==> config.mk <==
export PLATFORM = sky130hd
export DESIGN_NAME = operand_feeder
export DESIGN_NICKNAME = d
export VERILOG_FILES = /design/src/rtl/operand_feeder.sv
export SDC_FILE = /design/constraint.sdc
export NUM_CORES = 1
export LEC_CHECK = 0
export BUFFER_PORTS_ARGS = -buffer_cell sky130_fd_sc_hd__buf_2
export CAP_MARGIN = 20
export CELL_PAD_IN_SITES_DETAIL_PLACEMENT = 1
export CELL_PAD_IN_SITES_GLOBAL_PLACEMENT = 1
export CORE_UTILIZATION = 30
export CTS_CLUSTER_DIAMETER = 50
export CTS_CLUSTER_SIZE = 28
export DETAILED_ROUTE_END_ITERATION = 10
export HOLD_SLACK_MARGIN = 0.15
export MAX_ROUTING_LAYER = met4
export PLACE_DENSITY_LB_ADDON = 0.05
export SETUP_SLACK_MARGIN = 0.2
export SLEW_MARGIN = 20
export SYNTH_ARGS = -nofsm -noshare
export SYNTH_HDL_FRONTEND = slang
export SYNTH_SLANG_ARGS = --single-unit
==> constraint.sdc <==
create_clock -name clk -period 6.85 [get_ports clk]
set_clock_uncertainty 0.2 [all_clocks]
set_input_delay 1.37 -clock clk [delete_from_list [all_inputs] [get_ports clk]]
set_output_delay 1.37 -clock clk [all_outputs]
set_load 0.05 [all_outputs]
==> src/rtl/operand_feeder.sv <==
// Pairs buffered bytes into start/A, B launches for the encode FSM; 1-cycle issue latency, in_ready drops when the FIFO is full.
// Optional watchdog on the done wait enabled by defining OPF_WDOG_EN.
module operand_feeder #(
  parameter int DATA_W      = 8,
  parameter int DEPTH       = 8,
  parameter int WDOG_CYCLES = 16
) (
  input  logic                     clk,
  input  logic                     rst,
  input  logic                     in_valid,
  output logic                     in_ready,
  input  logic [DATA_W-1:0]        in_data,
  output logic                     start,
  output logic [DATA_W-1:0]        data_out,
  input  logic                     done_in,
  output logic                     busy,
  output logic [$clog2(DEPTH):0]   fifo_count,
  output logic [15:0]              op_count,
  output logic                     wdog_err
);

  localparam int AW = $clog2(DEPTH);
  localparam int CW = AW + 1;

  typedef enum logic [1:0] {
    S_IDLE,
    S_ISSUE_A,
    S_ISSUE_B,
    S_WAIT_DONE
  } state_t;

  state_t              r_state;
  state_t              w_next;
  logic [DATA_W-1:0]   r_mem [DEPTH];
  logic [AW-1:0]       r_wptr;
  logic [AW-1:0]       r_rptr;
  logic [CW-1:0]       r_count;
  logic                r_start;
  logic [DATA_W-1:0]   r_data;
  logic [15:0]         r_op_count;
  logic                w_push;
  logic                w_pop;
  logic                w_op_done;
  logic [DATA_W-1:0]   w_head;

  // Readiness comes from the registered count only, so a full FIFO refuses even on a pop cycle.
  assign in_ready   = (r_count != CW'(DEPTH));
  assign w_push     = in_valid & in_ready;
  assign w_head     = r_mem[r_rptr];
  assign start      = r_start;
  assign data_out   = r_data;
  assign busy       = (r_state != S_IDLE);
  assign fifo_count = r_count;
  assign op_count   = r_op_count;

`ifdef OPF_WDOG_EN
  localparam int WW = ($clog2(WDOG_CYCLES + 1) > 8) ? $clog2(WDOG_CYCLES + 1) : 8;

  logic [WW-1:0] r_wdog_cnt;
  logic          r_wdog_err;
  logic          w_wdog_trip;

  assign w_wdog_trip = (r_state == S_WAIT_DONE) && !done_in &&
                       (r_wdog_cnt == WW'(WDOG_CYCLES - 1));
  assign wdog_err    = r_wdog_err;

  always_ff @(posedge clk or posedge rst) begin
    if (rst) begin
      r_wdog_cnt <= '0;
      r_wdog_err <= 1'b0;
    end else begin
      if (r_state == S_ISSUE_B) begin
        r_wdog_cnt <= '0;
      end else if (r_state == S_WAIT_DONE) begin
        r_wdog_cnt <= r_wdog_cnt + WW'(1);
      end
      if (w_wdog_trip) begin
        r_wdog_err <= 1'b1;
      end
    end
  end
`else
  logic w_unused_wdog;
  assign w_unused_wdog = |WDOG_CYCLES;
  assign wdog_err      = 1'b0;
`endif

  always_comb begin
    w_next    = r_state;
    w_pop     = 1'b0;
    w_op_done = 1'b0;
    case (r_state)
      S_IDLE: begin
        if (r_count >= CW'(2)) begin
          w_next = S_ISSUE_A;
          w_pop  = 1'b1;
        end
      end
      S_ISSUE_A: begin
        w_next = S_ISSUE_B;
        w_pop  = 1'b1;
      end
      S_ISSUE_B: begin
        w_next = S_WAIT_DONE;
      end
      S_WAIT_DONE: begin
        if (done_in) begin
          w_next    = S_IDLE;
          w_op_done = 1'b1;
`ifdef OPF_WDOG_EN
        end else if (w_wdog_trip) begin
          w_next = S_IDLE;
`endif
        end
      end
      default: begin
        w_next = S_IDLE;
      end
    endcase
  end

  always_ff @(posedge clk or posedge rst) begin
    if (rst) begin
      r_state    <= S_IDLE;
      r_start    <= 1'b0;
      r_data     <= '0;
      r_op_count <= '0;
    end else begin
      r_state <= w_next;
      r_start <= (r_state == S_IDLE) && w_pop;
      if (w_pop) begin
        r_data <= w_head;
      end
      if (w_op_done) begin
        r_op_count <= r_op_count + 16'd1;
      end
    end
  end

  always_ff @(posedge clk or posedge rst) begin
    if (rst) begin
      r_wptr  <= '0;
      r_rptr  <= '0;
      r_count <= '0;
    end else begin
      if (w_push) begin
        r_wptr <= r_wptr + AW'(1);
      end
      if (w_pop) begin
        r_rptr <= r_rptr + AW'(1);
      end
      case ({w_push, w_pop})
        2'b10:   r_count <= r_count + CW'(1);
        2'b01:   r_count <= r_count - CW'(1);
        default: r_count <= r_count;
      endcase
    end
  end

  // Storage needs no reset; only the pointers define what is valid.
  always_ff @(posedge clk) begin
    if (w_push) begin
      r_mem[r_wptr] <= in_data;
    end
  end

endmodule

# Word-level counts from Yosys, hierarchy flattened
# Memories as Yosys holds them, arrays and structs flattened. A register that Yosys moved wholly into a read port is not among the register bits.
# Index checks and enable logic that the tools add are counted.
[op_classes] n_addsub=5 order_cmp=1 eq_ne=8 muxes=10 bitwise=1 n_reduce_logical=5
[op_table] cell="$add A16 B1 Y16 const B" count=1
[op_table] cell="$pmux W2 S4" count=1
[op_table] cell="$pmux W4 S2" count=1
[op_table] cell="$add A3 B1 Y3 const B" count=2
[op_table] cell="$eq A2 B2 Y1 const B" count=3
[op_table] cell="$mux W1" count=5
[op_table] cell="$add A4 B1 Y4 const B" count=1
[op_table] cell="$eq A2 B1 Y1 const B" count=2
[op_table] cell="$ge A4 B2 Y1 const B" count=1
[op_table] cell="$mux W2" count=2
[op_table] cell="$ne A2 B2 Y1 const B" count=2
[op_table] cell="$ne A4 B4 Y1 const B" count=1
[op_table] cell="$reduce_bool A2 Y1" count=2
[op_table] cell="$sub A4 B1 Y4 const B" count=1
[op_table] cell="$logic_not A2 Y1" count=1
[op_table] cell="$pmux W1 S2" count=1
[op_table] cell="$reduce_and A2 Y1" count=1
[op_table] cell="$and A1 B1 Y1" count=1
[op_table] cell="$logic_and A1 B1 Y1" count=1
[word_totals] register_bits=29 mem_bits_rw=64 inputBits=12 output_inout_bits=32 wordCells=37 mem_count=1
[mem_list] memory="r_mem" depth=8 word_bits=8 rd=1 rd_ports_with_merged_regs=1 wr=1 line="34" text="logic [DATA_W-1:0] r_mem [DEPTH];"

# Longest topological paths before layout
# Gate-level depths: netlist (run 1).
[logic_depth] depth_word=5 ltp_mapped=11 depth_no_buf=10

# Worst setup path before layout (run 1)
# OpenSTA, ideal clock, no wires.
[synth_path] kind="input-to-reg" start="in in_valid" end="mem r_mem[0][0] (enable)" setup_ns=0.383 arrival_time_ns=2.338 required_ns=6.267 setup_slack_ns=3.929 path_stages=3 n_path_buf=0 path_cell_list="nand2_4 -> or2_2 -> nor3_1"
[synth_between] elab_chain_cells=3
[synth_lines] element="start: declaration" line="10" text="input logic in_valid,"
[synth_lines] element="$and A1 B1 Y1" line="48" text="assign w_push = in_valid & in_ready;"
[synth_lines] element="$mux W1" line="162" text="if (w_push) begin"
[synth_lines] element="$mux W1 (not written as such)" line="163" text="r_mem[r_wptr] <= in_data;"
[synth_lines] element="end: declaration" line="34"
# Every way passes these cells.

# Final worst setup path (run 1)
[layout_path] start="reg r_count[2] (netlist: fifo_count[2])" end="out in_ready"
[layout_between] elab_chain_cells=1
[layout_lines] element="start: declaration" line="37" text="logic [CW-1:0] r_count;"
[layout_lines] element="start signal: assignment" line="153" text="2'b10: r_count <= r_count + CW'(1);"
[layout_lines] element="start signal: assignment" line="154" text="2'b01: r_count <= r_count - CW'(1);"
[layout_lines] element="start signal: assignment" line="155" text="default: r_count <= r_count;"
[layout_lines] element="$ne A4 B4 Y1" line="47" text="assign in_ready = (r_count != CW'(DEPTH));"
[layout_lines] element="end: declaration" line="11" text="output logic in_ready,"
# Every way passes these cells.

==> metrics.yaml, run 1 <==
max-clock-path-buffers: 2
slowest_delay_ns: 0.61
p_int_mw: 1.38
yosys_most_used_dff: "edfxtp_1"
die_w_um: 120
netlist_area_mm2: 0.00416
tritoncts: "done"
htreeDepth: 3
area_growth_pct: 16.2
hold_path_startpoint: "op_count[15]"
dpl.hpwl_um: 5480
grt_pass1_vias: 2389
grt_pass1_wl_um: 13700
hold_ws_ns: 0.268
r2r_start: "fifo_count[2]"
nets: 323
timing.rr.end: "fifo_count[2]"
worst_pin_slew_ns: 1.01
grt_max_degree: 38
switchingPower_mw: 0.839
critPathRequiredTime_ns: 5.28
worstSetupPathType: "flop to output port"
hold_buffers: 0
drc: 0
clock.fmax_mhz: 310
syn_inst: 253
drt_iter0_markers: 108
critPathMaxFanout: 7
hold_path_class: "flop to flop"
track_usage_pct: 13.6
hold_viol_final: 0
pin_count: 44
drive_gt1_share_pct: 26.3
async_flop_share_pct: 36.6
worst_path_max_delay_cell: "or4b_4"
worst_skew_pair.late_latency_ns: 0.34
io_buffers: 42
r2r_setup_slack_ns: 3.90
yosysWarningCount: 0
core-area_mm2: 0.0134
dr.pass1.iters: 4
die-area_mm2: 0.0143
power_per_cell_area_mw_per_mm2: 460
wl_per_cell_um: 17.7
setup.worst_path.start_class: "flop"
synth_area_per_cell_um2: 16.4
path_cells: "or4b_4, buf_2"
maxCapViolCount: 0
numCtsBuffers: 9
p_clk_share_pct: 22.7
ys_seq_area_share_pct: 68.5
vias: 2204
p_sw_share_pct: 37.8
final-setup-viol-count: 0
comb_power_share_pct: 34.7
vdd_drop_max_v: 0.000264
min_period_ns: 3.23
setup_slack_ns: 3.62
post-place-ws_ns: 3.43
reg2reg_depth: 9
grt-ovfl-total: 0
p_seq_share_pct: 42.6
synth-seq-cells: 101
antenna_left: 0
finalCritPeriodShare_pct: 47.1
setup-tns-final_ns: 0
die_h_um: 120
antenna_found_initial: 0
initial_core_util_pct: 31.0
end_kind: "output port"
clkTransAtPathRegs_ns: 0.06
rsz0062_at_grt: "false"
cp.arrival_ns: 1.66
cts_resized: 0
max_slew_margin_pct: 32.7
post_cts_buffers: 0
cts_root_buffer: "clkbuf_16"
clkSinkCount: 101
yosys-top-cells-area: "edfxtp_1, dfrtp_1, mux4_2, ha_1, xnor2_1"
synth_edf_count: 64
synth_cell_type_count: 36
gp_congestion: 0.710
antennaDiodeCount: 0
routed_wl_um: 8510
hold_depth: 1
run_status: "finished clean"
synth_area_leader_cell: "edfxtp_1"
maxSlewViolCount: 0
leakage_nw: 1.87
viasPerCell: 4.59
syn-num-nets: 276
whs_endpoint: "op_count[15]"
row_count: 42
yosysTopAreaCellShare_pct: 46.2
[kinds of logic after synthesis]
kind of cell / count (synthesis) / synth area share, %
AO/OA/AOI/OAI: 17 / 2.38
multiplexers: 28 / 11.7
AND/OR/NAND/NOR: 58 / 7.16
adder cells (fa/ha/maj): 11 / 3.31
other: 1 / 0.0902
XOR/XNOR: 23 / 4.84
buffers and inverters: 14 / 2.08
flip-flops: 101 / 68.5
[layer usage]
metal	vias to the layer above	share of wire [%]	GRT usage, %	routed length, um
met4	0	1.5	5.39	131
met2	40	46	19.8	3910
met1	1132	49	18.3	4180
met3	11	3.3	3.42	280
li1	1021	-	-	-
met5	-	0	-	0
[critical path, delay by kind of cell, from the launching register on]
kind | cells | cell delay (ns)
flops | 1 | 0.46
buf+inv | 1 | 0.24
simple gates | 1 | 0.61
[through the flow]
step | area, um2 | util (%) | std cells | power [mW]
floorplan | 4160 | - | 253 | 1.56
global placement | 4540 | 33.9 | 465 | 1.75
detailed placement | 4540 | 33.9 | 465 | 1.76
CTS | 4830 | 36.0 | 480 | 2.27
global route | 4830 | 36.1 | 480 | 2.37
finish | 4830 | 36.1 | 480 | 2.22
[synth_stat cells (all sizes together) (4+ instances only)]
| cell | instances |
|---|---|
| dfrtp | 37 |
| mux2 | 4 |
| nand2 | 12 |
| xnor2 | 14 |
| edfxtp | 64 |
| mux2i | 8 |
| inv | 6 |
| ha | 11 |
| xor2 | 9 |
| mux4 | 16 |
| nor2 | 20 |
| nand3 | 8 |
| buf | 8 |
| a21oi | 10 |
[state kept, by name, summed over array words and instances, names as in the netlist]
register / count
r_state: 2
fifo_count: 4
r_mem: 64
start: 1
data_out: 8
op_count: 16
r_rptr: 3
r_wptr: 3
[worst max-delay path by stage]
| stage | from | depth (start not counted) | endpoint |
|---|---|---|---|
| detailed placement | in_valid | 4 | r_mem[0][1] |
| CTS | fifo_count[2] | 2 | in_ready |
| finish | fifo_count[2] | 2 | in_ready |
| floorplan | in_valid | 3 | r_mem[0][0] |
| global placement | in_valid | 4 | r_mem[0][7] |
| global route | fifo_count[2] | 2 | in_ready |
[power by group through the flow]
| stage | Sequential, mW | Clock (mW) | Combinational, mW |
|---|---|---|---|
| after floorplan | 1.06 | 0 | 0.505 |
| after global placement | 0.964 | 0 | 0.784 |
| after detailed placement | 0.966 | 0 | 0.792 |
| after CTS | 0.955 | 0.523 | 0.795 |
| after global routing | 0.977 | 0.542 | 0.850 |
| final | 0.947 | 0.503 | 0.771 |
[cell type report]
type	count	area [um2]
fillers	1401	8570
multi-input cells	138	1230
inverters	6	22.5
clock inverters	2	35.0
well taps	176	220
repair buffers	44	225
flip-flops and latches	101	2850
clock buffers	13	250
[placed cells by master, fill, tap and decap left out, types with 5 or more instances in the layout]
cell type,synthesis,final
a21oi_1,10,10
clkbuf_16,0,9
edfxtp_1,64,64
nor2_1,20,20
dfrtp_1,37,37
xor2_1,9,9
xnor2_1,14,14
buf_2,3,42
ha_1,11,11
inv_1,6,5
mux2i_1,8,8
nand2_1,10,10
nand3_1,8,8
mux4_2,16,16
Power figures use the tool's default switching activity.
==> inputs of run 2 (changes only) <==
==> constraint.sdc (replaced) <==
create_clock -name clk -period 3 [get_ports clk]
set_clock_uncertainty 0.2 [all_clocks]
set_input_delay 0.6 -clock clk [delete_from_list [all_inputs] [get_ports clk]]
set_output_delay 0.6 -clock clk [all_outputs]
set_load 0.05 [all_outputs]
==> metrics.yaml, run 2 (synthesis results as in run 1) <==
grt_pass1_vias: 2420  # +1.3%
maxCapViolCount: 0  # unchanged
path_buf_inv: 0  # -1
max-clock-path-buffers: 2  # unchanged
grt_max_degree: 21  # -45%
setup.worst_path.start_class: "flop"
vias: 2274  # +3.2%
grt-ovfl-total: 0  # unchanged
dpl.hpwl_um: 5470  # -0.13%
finalCritPeriodShare_pct: 84.0
drive_gt1_share_pct: 29.1  # +2.8 points
setup-tns-final_ns: 0  # unchanged
cts_root_buffer: "clkbuf_16"
critPathRequiredTime_ns: 3.02  # -2.26 ns
area_growth_pct: 19.2
grt_pass1_wl_um: 13800  # +1.1%
vdd_drop_max_v: 0.000479  # +81%
worst_pin_slew_ns: 0.842  # -0.163 ns
hold_buffers: 0  # unchanged
final_cells: 492  # +2.5%
io_buffers: 42  # unchanged
antennaDiodeCount: 0  # unchanged
dr.pass1.iters: 4  # unchanged
clock.fmax_mhz: 397
numCtsBuffers: 9  # unchanged
row_count: 42  # unchanged
top_register: "r_mem"
final_cell_mix: "edfxtp_1, buf_2, dfrtp_1"
pin_count: 44  # unchanged
viasPerCell: 4.62  # +0.66%
drt_iter0_markers: 88  # -19%
slowest_delay_ns: 0.59  # -0.02 ns
stdcell_area_mm2: 0.00496  # +2.6%
antenna_left: 0  # unchanged
path_cells: "or4b_4, nand2_4, ha_1, xor2_1, ha_1, a21oi_1, xor2_1, nor2_1, xor2_1"
core-area_mm2: 0.0134  # unchanged
maxSlewViolCount: 0  # unchanged
hold_viol_final: 0  # unchanged
largest_register_ffs: 64  # unchanged
setup_slack_ns: 0.479  # -3.14 ns
cp_top_family: "simple AND/OR/NAND/NOR gates"
wl_per_cell_um: 17.2  # -3.1%
fin_util_pct: 37.0  # +0.93 points
gp_congestion: 0.726  # +2.2%
track_usage_pct: 13.7  # +0.017 points
antenna_found_initial: 0  # unchanged
post_cts_buffers: 0  # unchanged
final_common_cell: "edfxtp_1"
rsz0062_at_grt: "false"
htreeDepth: 3  # unchanged
dp_cells: 476  # +2.4%
initial_core_util_pct: 31.0  # unchanged
run_status: "finished clean"
routed_wl_um: 8450  # -0.68%
cp.arrival_ns: 2.54  # +0.88 ns
power_per_cell_area_mw_per_mm2: 1060  # +130%
die_w_um: 120  # unchanged
max_slew_margin_pct: 43.8  # +11 points
tritoncts: "done"
min_period_ns: 2.52
nets: 334  # +3.4%
drc: 0  # unchanged
final-setup-viol-count: 0  # unchanged
critPathMaxFanout: 8  # +1
clkTransAtPathRegs_ns: 0.07  # about the same
worstSetupPathType: "flop to flop"
clkSinkCount: 101  # unchanged
placed_area_mm2: 0.00462  # +1.8%
cts_resized: 0  # unchanged
worst_path_max_delay_cell: "or4b_4"
end_kind: "flop"
hold_path_class: "input pin to asynchronous set/reset pin"
die_h_um: 120  # unchanged
cp_common_cell: "xor2_1"
worst_skew_pair.late_latency_ns: 0.34  # about the same
leakage_nw: 1.95  # +4.3%
die-area_mm2: 0.0143  # unchanged
post-place-ws_ns: 0.479  # -2.95 ns
==> run 2: cell types whose count changed in the layout (fill, tap and decap cells not counted), sizes merged <==
cell    previous run  this run
clkbuf            13        11
buf               44        55
inv                5         6
bufinv             1         3
==> run 2: layout make-up <==
| class | instances | area [um2] |
|---|---|---|
| Fill cell | 1375 | 8440 |
| Sequential cell | 101 | 2850 |
| Multi-Input combinational cell | 138 | 1220 |
| Timing Repair Buffer | 55 | 308 |
| Clock buffer | 11 | 233 |
| Tap cell | 176 | 220 |
| Clock inverter | 5 | 98.8 |
| Inverter | 6 | 22.5 |
==> run 2: power by group <==
part           leakage (nW)  total, mW  internal [mW]  switching, mW
registers              1.04       2.04           1.81          0.230
logic                 0.752       1.94          0.735           1.20
clock network         0.161       1.30          0.812          0.486
total                  1.95       5.27           3.35           1.92
==> run 2: path summary, 6_finish.rpt <==
path                                     from             to  slack, ns  cells after the start
worst max-delay path            fifo_count[1]  fifo_count[2]       0.48                      9
min in group clk                 op_count[15]   op_count[15]       0.26                      1
worst max register to register  fifo_count[1]  fifo_count[2]       0.48                      9
worst min-delay path                      rst    op_count[4]       0.21                      2
worst min register to register   op_count[15]   op_count[15]       0.26                      1
max in group asynchronous                 rst    data_out[5]       1.69                      3
==> run 2: layer usage <==
metal	part of all wire [%]	wire length, um	global-route usage, %
met5	0	0	-
met4	1.0	85	3.75
met3	3.8	322	4.37
met2	49	4150	21.4
met1	46	3900	17.0
==> run 2: per-stage QoR <==
stage / power (mW) / hold WS, ns
CTS: 5.39 / 0.239
finish: 5.27 / 0.212
global placement: 4.04 / 0.259
detailed placement: 4.06 / 0.260
floorplan: 3.56 / 0.285
global route: 5.62 / 0.291
==> inputs of run 3 (changes only) <==
==> constraint.sdc (replaced) <==
create_clock -name clk -period 2.05 [get_ports clk]
set_clock_uncertainty 0.2 [all_clocks]
set_input_delay 0.41 -clock clk [delete_from_list [all_inputs] [get_ports clk]]
set_output_delay 0.41 -clock clk [all_outputs]
set_load 0.05 [all_outputs]
==> metrics.yaml, run 3 (synthesis results as in run 1) <==
run_status: "finished, violations left"
violations: "negative setup slack"
hold_depth: 3
max-clock-path-buffers: 2  # unchanged
stdcell_area_mm2: 0.00579  # +17%
clock.fmax_mhz: 435  # +9.7%
initial_core_util_pct: 31.0  # unchanged
grt_pass1_wl_um: 14300  # +3.5%
gp_congestion: 0.698  # -3.8%
io_buffers: 42  # unchanged
die_h_um: 120  # unchanged
setup.worst_path.start_class: "flop"
min_period_ns: 2.30  # -0.223 ns
routed_wl_um: 8900  # +5.4%
final_cells: 543  # +10%
fin_util_pct: 43.2  # +6.3 points
setup_slack_ns: -0.248  # -0.727 ns
hold_viol_final: 0  # unchanged
clkSinkCount: 101  # unchanged
critPathRequiredTime_ns: 2.09  # -0.93 ns
cts_root_buffer: "clkbuf_16"
power_per_cell_area_mw_per_mm2: 1590  # +50%
dp_cells: 499  # +4.8%
vdd_drop_max_v: 0.00110  # +130%
clkTransAtPathRegs_ns: 0.07  # about the same
nFillCells: 1338  # -2.7%
rsz0062_at_grt: "true"
leakage_nw: 2.28  # +17%
drc: 0  # unchanged
row_count: 42  # unchanged
antennaDiodeCount: 0  # unchanged
track_usage_pct: 14.0  # +0.36 points
numCtsBuffers: 9  # unchanged
finalCritPeriodShare_pct: 112  # +28 points
htreeDepth: 3  # unchanged
final_common_cell: "edfxtp_1"
hold_path_class: "input pin to flop"
maxSlewViolCount: 0  # unchanged
die_w_um: 120  # unchanged
grt-ovfl-total: 0  # unchanged
tritoncts: "done"
top_register: "r_mem"
antenna_left: 0  # unchanged
worstSetupPathType: "flop to flop"
wl_per_cell_um: 16.4  # -4.5%
worst_skew_pair.late_latency_ns: 0.35  # about the same
reg2reg_depth: 9  # unchanged
dpl.hpwl_um: 5790  # +5.8%
largest_register_ffs: 64  # unchanged
max_slew_margin_pct: 66.2  # +22 points
viasPerCell: 4.51  # -2.5%
pin_count: 44  # unchanged
die-area_mm2: 0.0143  # unchanged
antenna_found_initial: 0  # unchanged
grt_max_degree: 38  # +81%
critPathMaxFanout: 4  # -4
cp.arrival_ns: 2.34  # -0.20 ns
core-area_mm2: 0.0134  # unchanged
drive_gt1_share_pct: 48.5  # +19 points
nets: 385  # +15%
grt_pass1_vias: 2626  # +8.5%
vias: 2447  # +7.6%
drt_iter0_markers: 115  # +31%
maxCapViolCount: 0  # unchanged
final-setup-viol-count: 28  # +28
worst_pin_slew_ns: 0.507  # -0.335 ns
area_growth_pct: 39.3
hold_ws_ns: 0.190  # -0.0217 ns
final_cell_mix: "edfxtp_1, buf_2, dfrtp_1, buf_4, mux4_2"
dr.pass1.iters: 4  # unchanged
placed_area_mm2: 0.00494  # +6.9%
end_kind: "flop"
## run 3: cell types whose count changed in the layout (fill, tap and decap cells not counted), sizes merged
cell and delta:
buf +42, clkinv +1, dlygate4sd3 +9, inv +2, clkbuf -2, bufinv -1
## run 3: power by group
part           total [mW]  switching [mW]  internal (mW)
Clock                1.86           0.783           1.08
Sequential           2.94           0.283           2.66
Combinational        4.43            2.32           2.11
## run 3: final cells by class
type                            instances  area, um2  share of cell area, %
Timing Repair Buffer                  106        902                   15.6
Clock inverter                          7       96.3                   1.66
Clock buffer                            9        225                   3.89
Multi-Input combinational cell        138       1470                   25.4
Sequential cell                       101       2860                   49.3
Inverter                                6       25.0                  0.432
Tap cell                              176        220                   3.80
## run 3: per-stage QoR
stage               total power, mW  setup WS [ns]  setup TNS (ns)
finish                         9.23         -0.248           -3.45
global route                   9.76         -0.333           -4.93
CTS                            9.00         -0.252           -3.86
detailed placement             6.53         -0.295           -6.10
global placement               6.50         -0.245           -6.22
floorplan                      5.36         -0.501           -3.52
## run 3: worst paths after layout
kind                                 endpoint  slack, ns          start
worst min-delay path                r_wptr[2]       0.19       in_valid
min in group asynchronous         data_out[1]       0.54            rst
max in group asynchronous           r_rptr[1]       0.74            rst
worst max-delay path            fifo_count[2]      -0.25  fifo_count[3]
worst min register to register   op_count[15]       0.28   op_count[15]
worst max register to register  fifo_count[2]      -0.25  fifo_count[3]
## run 3: worst max-delay path, stage by stage (launching register included)
cell and delay, ns:
dfrtp_2 0.41, or3_4 0.39, a21o_4 0.24, ha_4 0.17, xor2_2 0.14, ha_2 0.18, a21oi_2 0.10, xor2_1 0.15
nor2_1 0.06, xor2_1 0.13
## run 3: metal layers
metal	wire length (um)	share of wire, %	vias up	global-route usage, %
met2	4440	50	35	22.4
met4	204	2.3	0	7.50
met3	230	2.6	14	2.57
li1	-	-	1152	-
met1	4030	45	1246	16.9
met5	0	0	-	-
## run 3: repair_timing
action | in CTS | in global routing
gates cloned | 0 | 0
gates resized for setup | 38 | 30
buffers inserted | 12 | 7
setup endpoints to repair | 77 | 89
hold buffers | 9 | 0
endpoints found under the hold margin | 101 | 0
pin swaps | 10 | 8
